**config.mk**
```make
export PLATFORM = sky130hd
export DESIGN_NAME = operand_multicast_queue
export DESIGN_NICKNAME = d
export VERILOG_FILES = /design/src/rtl/operand_multicast_queue_pkg.sv /design/src/rtl/operand_multicast_queue_fifo.sv /design/src/rtl/operand_multicast_queue.sv
export SDC_FILE = /design/constraint.sdc
export NUM_CORES = 1
export LEC_CHECK = 0
export ABC_CLOCK_PERIOD_IN_PS = 5300
export CORE_UTILIZATION = 41
export CTS_CLUSTER_DIAMETER = 120
export DETAILED_ROUTE_END_ITERATION = 10
export PLACE_DENSITY = 0.69
export SYNTH_ARGS = -nofsm -noshare
export SYNTH_HDL_FRONTEND = slang
export SYNTH_HIERARCHICAL = 1
export SYNTH_SLANG_ARGS = --single-unit
export TNS_END_PERCENT = 100
```
**constraint.sdc**
```tcl
create_clock -name clk_i -period 5.3 [get_ports clk_i]
set_input_delay 1.06 -clock clk_i [delete_from_list [all_inputs] [get_ports clk_i]]
set_output_delay 1.06 -clock clk_i [all_outputs]
set_load 0.01 [all_outputs]
```
**src/rtl/operand_multicast_queue_pkg.sv**
```systemverilog
// operand_multicast_queue_pkg: command type and sizing limits shared by the multicast operand queue.
// Rev 1.0
`default_nettype none

package operand_multicast_queue_pkg;

    localparam int unsigned MaxMcastConsumers = 8;
    localparam int unsigned MaxMcastBeats     = 256;
    localparam int unsigned MaxMcastBeatW     = $clog2(MaxMcastBeats + 1);

    typedef struct packed {
        logic [MaxMcastBeatW-1:0]     beats;
        logic [MaxMcastConsumers-1:0] dest_mask;
    } mcast_cmd_t;

    function automatic int unsigned addr_width(input int unsigned depth);
        return (depth > 1) ? $clog2(depth) : 1;
    endfunction

endpackage

`default_nettype wire

```
**src/rtl/operand_multicast_queue_fifo.sv**
```systemverilog
// operand_multicast_queue_fifo: registered (non fall-through) FIFO; push while full is dropped.
// Rev 1.0
`default_nettype none

module operand_multicast_queue_fifo
    import operand_multicast_queue_pkg::*;
#(
    parameter int unsigned Depth = 4,
    parameter int unsigned Width = 64
) (
    input  logic             clk_i,
    input  logic             rst_ni,
    input  logic             push_i,
    input  logic [Width-1:0] data_i,
    input  logic             pop_i,
    output logic [Width-1:0] data_o,
    output logic             full_o,
    output logic             empty_o
);

    localparam int unsigned AddrW = addr_width(Depth);
    localparam int unsigned CntW  = $clog2(Depth + 1);

    logic [Width-1:0] mem_q [Depth];
    logic [AddrW-1:0] wr_ptr_q, wr_ptr_d;
    logic [AddrW-1:0] rd_ptr_q, rd_ptr_d;
    logic [CntW-1:0]  cnt_q, cnt_d;
    logic             do_push;
    logic             do_pop;

    assign full_o  = (cnt_q == CntW'(Depth));
    assign empty_o = (cnt_q == '0);
    assign do_push = push_i & ~full_o;
    assign do_pop  = pop_i & ~empty_o;
    assign data_o  = mem_q[rd_ptr_q];

    always_comb begin
        wr_ptr_d = wr_ptr_q;
        rd_ptr_d = rd_ptr_q;
        cnt_d    = cnt_q;
        if (do_push) begin
            wr_ptr_d = (wr_ptr_q == AddrW'(Depth - 1)) ? '0 : wr_ptr_q + AddrW'(1);
        end
        if (do_pop) begin
            rd_ptr_d = (rd_ptr_q == AddrW'(Depth - 1)) ? '0 : rd_ptr_q + AddrW'(1);
        end
        case ({do_push, do_pop})
            2'b10:   cnt_d = cnt_q + CntW'(1);
            2'b01:   cnt_d = cnt_q - CntW'(1);
            default: cnt_d = cnt_q;
        endcase
    end

    always_ff @(posedge clk_i or negedge rst_ni) begin
        if (!rst_ni) begin
            wr_ptr_q <= '0;
            rd_ptr_q <= '0;
            cnt_q    <= '0;
        end else begin
            wr_ptr_q <= wr_ptr_d;
            rd_ptr_q <= rd_ptr_d;
            cnt_q    <= cnt_d;
        end
    end

    // Storage needs no reset: the occupancy count already marks it empty.
    always_ff @(posedge clk_i) begin
        if (do_push) begin
            mem_q[wr_ptr_q] <= data_i;
        end
    end

endmodule

`default_nettype wire

```
**src/rtl/operand_multicast_queue.sv**
```systemverilog
// operand_multicast_queue: buffers VRF read beats and multicasts each one to a subset of consumer FUs,
// with per-command beat counting and credit flow control toward the operand requester. Rev 1.0
`default_nettype none

module operand_multicast_queue
    import operand_multicast_queue_pkg::*;
#(
    parameter int unsigned NrConsumers  = 2,
    parameter int unsigned DataBufDepth = 4,
    parameter int unsigned CmdBufDepth  = 4,
    parameter int unsigned DataWidth    = 64,
    parameter int unsigned MaxBeats     = 256
) (
    input  logic                             clk_i,
    input  logic                             rst_ni,
    input  mcast_cmd_t                       cmd_i,
    input  logic                             cmd_valid_i,
    output logic                             cmd_ready_o,
    input  logic [DataWidth-1:0]             operand_i,
    input  logic                             operand_valid_i,
    input  logic                             operand_issued_i,
    output logic                             operand_queue_ready_o,
    output logic [NrConsumers*DataWidth-1:0] operand_o,
    output logic [NrConsumers-1:0]           operand_valid_o,
    input  logic [NrConsumers-1:0]           operand_ready_i,
    output logic                             cmd_done_o
);

    localparam int unsigned BeatW = $clog2(MaxBeats + 1);
    localparam int unsigned CredW = $clog2(DataBufDepth + 1);

    if (NrConsumers > MaxMcastConsumers || MaxBeats > MaxMcastBeats) begin : g_param_check
        $error("operand_multicast_queue: parameters exceed package limits");
    end

    mcast_cmd_t             head_cmd;
    logic                   cmd_full, cmd_empty, cmd_push, cmd_pop;
    logic [DataWidth-1:0]   head_data;
    logic                   data_full, data_empty;
    logic [NrConsumers-1:0] mask, accept;
    logic [NrConsumers-1:0] sent_q, sent_d;
    logic [BeatW-1:0]       beats, beat_cnt_q, beat_cnt_d;
    logic [CredW-1:0]       credits_q, credits_d;
    logic                   done_q;
    logic                   head_ok, beat_pop, last_beat, zero_cmd, issue_ok;
    logic                   head_unused;

    assign cmd_push = cmd_valid_i & ~cmd_full;

    operand_multicast_queue_fifo #(
        .Depth (CmdBufDepth),
        .Width ($bits(mcast_cmd_t))
    ) u_cmd_fifo (
        .clk_i   (clk_i),
        .rst_ni  (rst_ni),
        .push_i  (cmd_push),
        .data_i  (cmd_i),
        .pop_i   (cmd_pop),
        .data_o  (head_cmd),
        .full_o  (cmd_full),
        .empty_o (cmd_empty)
    );

    operand_multicast_queue_fifo #(
        .Depth (DataBufDepth),
        .Width (DataWidth)
    ) u_data_fifo (
        .clk_i   (clk_i),
        .rst_ni  (rst_ni),
        .push_i  (operand_valid_i),
        .data_i  (operand_i),
        .pop_i   (beat_pop),
        .data_o  (head_data),
        .full_o  (data_full),
        .empty_o (data_empty)
    );

    // Upper mask/beat bits beyond this instance's sizing are intentionally ignored.
    assign head_unused = ^head_cmd;
    assign mask        = head_cmd.dest_mask[NrConsumers-1:0];
    assign beats       = head_cmd.beats[BeatW-1:0];

    assign head_ok         = ~data_empty & ~cmd_empty & (beats != '0);
    assign operand_valid_o = {NrConsumers{head_ok}} & mask & ~sent_q;
    assign accept          = operand_valid_o & operand_ready_i;
    // A beat retires once every addressed consumer has taken it, possibly over several cycles.
    assign beat_pop        = head_ok & (((sent_q | accept) & mask) == mask);
    assign last_beat       = (beat_cnt_q == beats - BeatW'(1));
    assign zero_cmd        = ~cmd_empty & (beats == '0);
    assign cmd_pop         = zero_cmd | (beat_pop & last_beat);

    assign operand_queue_ready_o = (credits_q != '0);
    assign issue_ok              = operand_issued_i & operand_queue_ready_o;
    assign cmd_ready_o           = ~cmd_full;
    assign cmd_done_o            = done_q;

    for (genvar c = 0; c < NrConsumers; c++) begin : g_lane
        assign operand_o[c*DataWidth +: DataWidth] = data_empty ? '0 : head_data;
    end

    always_comb begin
        sent_d     = sent_q | accept;
        beat_cnt_d = beat_cnt_q;
        credits_d  = credits_q;
        if (beat_pop) begin
            sent_d     = '0;
            beat_cnt_d = last_beat ? '0 : beat_cnt_q + BeatW'(1);
        end
        case ({beat_pop, issue_ok})
            2'b10:   credits_d = credits_q + CredW'(1);
            2'b01:   credits_d = credits_q - CredW'(1);
            default: credits_d = credits_q;
        endcase
    end

    always_ff @(posedge clk_i or negedge rst_ni) begin
        if (!rst_ni) begin
            sent_q     <= '0;
            beat_cnt_q <= '0;
            credits_q  <= CredW'(DataBufDepth);
            done_q     <= 1'b0;
        end else begin
            sent_q     <= sent_d;
            beat_cnt_q <= beat_cnt_d;
            credits_q  <= credits_d;
            done_q     <= cmd_pop;
        end
    end

`ifndef SYNTHESIS
    a_no_data_overflow: assert property (@(posedge clk_i) disable iff (!rst_ni)
        !(operand_valid_i && data_full))
        else $error("operand written while data buffer full");
    a_credit_range: assert property (@(posedge clk_i) disable iff (!rst_ni)
        credits_q <= CredW'(DataBufDepth))
        else $error("credit counter above buffer depth");
    a_no_issue_at_zero: assert property (@(posedge clk_i) disable iff (!rst_ni)
        !(operand_issued_i && credits_q == '0))
        else $error("operand issued with no credits");
`endif

endmodule

`default_nettype wire
```
======== Yosys cells after proc, flatten, opt, wreduce, memory -nomap -nowiden ========
Memory sizes are Yosys's and may differ from the RTL's.
Index checks and enable logic that the tools add are counted.
cells by class
  $add $sub $neg .......................... 12
  eq/ne operators ......................... 14
  muxes and demuxes ....................... 14
  bitwise operators ....................... 22
  reduce and logical (&&, ||, !) cells .... 8
operators with widths
  cell                   number
  $mux W64               1
  $pmux W3 S2            3
  $eq A2 B2 Y1 const B   7
  $and A1 B1 Y1          11
  $mux W2                5
  $add A3 B1 Y3 const B  3
  $add A9 B1 Y9 const B  1
  $eq A9 B9 Y1           1
  $logic_not A9 Y1       1
  $mux W9                1
  $reduce_bool A9 Y1     1
  $sub A3 B1 Y3 const B  3
  $sub A9 B1 Y9 const B  1
  $add A2 B1 Y2 const B  4
  $and A2 B2 Y2          4
  $eq A2 B1 Y1 const B   3
  $eq A3 B3 Y1 const B   2
  $logic_not A3 Y1       2
  $reduce_bool A2 Y1     3
  $mux W1                4
  $not A1 Y1             4
  $reduce_bool A3 Y1     1
  $eq A2 B2 Y1           1
  $not A2 Y2             1
  2 further kinds        2
word-level totals
  flip-flop bits (word level) ............. 29
  bits in writable memories ............... 324
  bits of input ports ..................... 88
  output and inout port bits .............. 133
  logic and storage cells ................. 82
  memories kept ........................... 2
memories
  memory             depth  bits a word  read ports  clocked after memory_dff  wr ports  line                                text
  u_data_fifo.mem_q  4      64           1           0                         1         operand_multicast_queue_fifo.sv:24  logic [Width-1:0] mem_q [Depth];
  u_cmd_fifo.mem_q   4      17           1           0                         1         operand_multicast_queue_fifo.sv:24

======== Longest topological paths before layout ========
  depth after elaboration ................. 16
  gate-level depth with buffers ........... 19

======== Modules after synthesis ========
Netlist, hierarchy kept.
modules (own cells, without submodules)
  module                                       times used  cells each  area each (sq um)  sequential area each (sq um)
  operand_multicast_queue_fifo at u_data_fifo  1           374         9680.5             7862.5
  operand_multicast_queue_fifo at u_cmd_fifo   1           130         2911.5             2217.1
  operand_multicast_queue                      1           260         2102.0             376.6

======== Worst setup path after synthesis ========
Ideal clock, no wire load.
  path kind ............................... reg2reg
  from .................................... register u_cmd_fifo.rd_ptr_q[0]
  to ...................................... register u_cmd_fifo.cnt_q[2]
  library setup time ...................... 0.079 ns
  data arrival time ....................... 3.718 ns
  required time ........................... 5.221 ns
  slack ................................... 1.503 ns
  stages on the path, launching flop included .. 19
  buffers on the path ..................... 1
  clock period less this slack ............ 3.797 ns
  path through ............................ dfrtp_1 -> buf_4 -> mux4_2 -> inv_1 -> ha_1 -> or3b_1 -> nor3_1 -> xnor2_1 -> o2111ai_1 -> nor2_1 -> a21o_1 -> nand2b_1 -> inv_1 -> ha_1 -> inv_1 -> fa_1 -> xor2_1 -> nor2_1 -> xor2_1
RTL lines
  element                 line                                text
  start, declared         operand_multicast_queue_fifo.sv:26  logic [AddrW-1:0] rd_ptr_q, rd_ptr_d;
  start signal, assigned  operand_multicast_queue_fifo.sv:61  rd_ptr_q <= rd_ptr_d;
  end signal, assigned    operand_multicast_queue_fifo.sv:62  cnt_q <= cnt_d;
  end, declared           operand_multicast_queue_fifo.sv:27  logic [CntW-1:0] cnt_q, cnt_d;

==> impl_results.md <==
- Syn avg cell area: 18.9 um2
- Count of final hold-check violations: 0
- Pin count of the biggest net entering global routing: 65
- Count of standard-cell rows: 66
- Total vias in the final route: 6833
- Area of the core: 0.0329 mm2
- Total routing resource utilization after global routing: 15.5%
- Reg area: 0.00974 mm2
- X dimension of the die: 186 um
- Number of primary I/O pins: 221
- Number of buffers inserted by port buffering: 214
- Worst endpoint data arrival time: 3.35 ns
- Critical path type: reg -> out
- Final HPWL DP: 15900 um
- Number of antenna violations at the first check in global routing: 2
- Detailed-route wire length: 26000 um
- Total negative slack for setup checks: 0 ns
- Outcome: completed
- Unrepaired setup endpoints after global routing: false
- Required time reported for the critical path endpoint: 4.24 ns
- Peak VDD IR: 0.000280 V
- Max clock buf depth: 3
- Transition time of the tightest slew-check pin: 1.07 ns
- Violation count after the first detailed-route iteration: 406
- Layout cell share with drive strength beyond 1: 17.9%
- Net count after synthesis: 841
- Fin crit share: 83.2%
- Final GP Congestion: 0.717
- Static leakage power: 0.00585 uW
- Number of instances in the synthesized netlist: 734
- Shortest period the worst path allows: 4.41 ns
- Number of buffers inserted to repair setup after CTS: 0
- Areal power density over the cells: 614 mW/mm2
- Die Area: 0.0345 mm2
- Number of CTS-inserted buffers: 36
- Antenna-violating nets left: 0
- H-tree levels: 2
- Via count of the first global-routing pass: 7048
- CTS tree: yes
- Synth Warn #: 6
- Clock tree root buffer cell: sky130_fd_sc_hd__clkbuf_16
- Number of gates resized after cts: 0
- Area taken by multi-input logic gates: 0.00338 mm2
- Count of nets after finishing: 1010
- Sink count of the clock tree: 329
- Final setup violation count: 0
- Insertion delay to the later sink of the worst-skew pair: 0.51 ns
- Syn-to-layout area delta: 23.7%
- Max cap viols: 0
- Mean number of vias per cell: 4.98
- Final routed wire length divided by cell count: 18.9 um
- Count of pins over their slew limit: 0
- Highest-count cells in the layout ignoring fill and taps: sky130_fd_sc_hd__edfxtp_1 (300), sky130_fd_sc_hd__clkdlybuf4s50_1 (214), sky130_fd_sc_hd__mux4_2 (75), sky130_fd_sc_hd__nor2b_1 (65), sky130_fd_sc_hd__clkbuf_16 (37)
- Max FO, Critical Path: 12
- Hold bufs inserted after CTS: 0
- Fmax: 0.227 GHz
- Setup crit start kind: register
- Worst hold path class: reg -> reg
- Overflow left after global routing: 0
- Slew margin rel.: 28.7%
- Clk_skew: 0.0111 ns
- Clock slew at reported path FFs: 0.06 ns
- Number of detailed-route iterations in the first pass: 5
- Remaining design rule violation count: 0
- Most common cell after layout, fill and taps aside: sky130_fd_sc_hd__edfxtp_1
- Worst hold margin: 0.499 ns
- First-pass GRT wire length: 40600 um
- Starting utilization of the core area: 42.1%
- Area of the mapped netlist: 0.0138 mm2
- DIE HEIGHT: 186 um
- FILL cells: 2682
- Worst setup EP type: output port
-- layer usage --
metal	share of wire, %	vias to the layer above	track usage (%)
li1	-	3097	-
met4	1.4	2	3.77
met1	41	3492	20.0
met5	0.050	-	0
met3	6.8	30	3.62
met2	50	212	26.4
-- stage by stage --
stage | total power [uW] | util, % | cells | setup slack, ns | area (um2)
after floorplan | 6630 | - | 734 | 1.53 | 13800
after global placement | 8150 | 48.6 | 1307 | 1.30 | 16000
after detailed placement | 8250 | 48.6 | 1307 | 1.25 | 16000
after CTS | 10700 | 52.1 | 1370 | 0.820 | 17100
after global routing | 11100 | 52.1 | 1370 | 0.709 | 17100
final | 10500 | 52.1 | 1371 | 0.888 | 17100
-- area by class of cell --
cell class	count	share of cell area, %
Clock inverter	17	0.979
Multi-Input combinational cell	293	19.7
Clock buffer	46	5.72
Timing Repair Buffer	221	13.0
Sequential cell	329	56.9
Antenna cell	1	0.0146
Inverter	22	0.482
Tap cell	442	3.23
-- critical path: stages (launching register included) --
cell,delay [ns]
sky130_fd_sc_hd__dfrtp_1,0.41
sky130_fd_sc_hd__buf_4,0.27
sky130_fd_sc_hd__mux4_2,0.62
sky130_fd_sc_hd__or4b_1,0.58
sky130_fd_sc_hd__o31a_1,0.33
sky130_fd_sc_hd__nand2_1,0.09
sky130_fd_sc_hd__nor2_1,0.05
sky130_fd_sc_hd__clkdlybuf4s50_1,0.48
-- where the power goes --
group          switching, uW  internal [uW]  total, uW
registers                302           3450       3750
logic                   1930           2410       4340
clock network            959           1450       2410
total                   3190           7320      10500
-- state kept, by name, indices dropped and copies added (netlist names), 2 cells and up --
register              cells
u_data_fifo/wr_ptr_q      2
u_cmd_fifo/wr_ptr_q       2
u_cmd_fifo/cnt_q          3
credits_q                 3
u_data_fifo/cnt_q         3
beat_cnt_q                9
sent_q                    2
u_data_fifo/rd_ptr_q      2
u_data_fifo/mem_q       256
u_cmd_fifo/rd_ptr_q       2
u_cmd_fifo/mem_q         44
-- path summary, 6_finish.rpt --
check                           slack [ns]                    from  cells past startpoint                 endpoint
worst min register to register        0.50            credits_q[0]                      1             credits_q[0]
worst max register to register        1.31  u_cmd_fifo/rd_ptr_q[0]                     16      u_cmd_fifo/cnt_q[2]
worst min-delay path                  0.50            credits_q[0]                      1             credits_q[0]
worst max-delay path                  0.89  u_cmd_fifo/rd_ptr_q[0]                      7       operand_valid_o[0]
min in group asynchronous             0.97                  rst_ni                      2            beat_cnt_q[1]
max in group asynchronous             4.01                  rst_ni                      2  u_data_fifo/rd_ptr_q[0]
(Power assumes the default switching activity.)
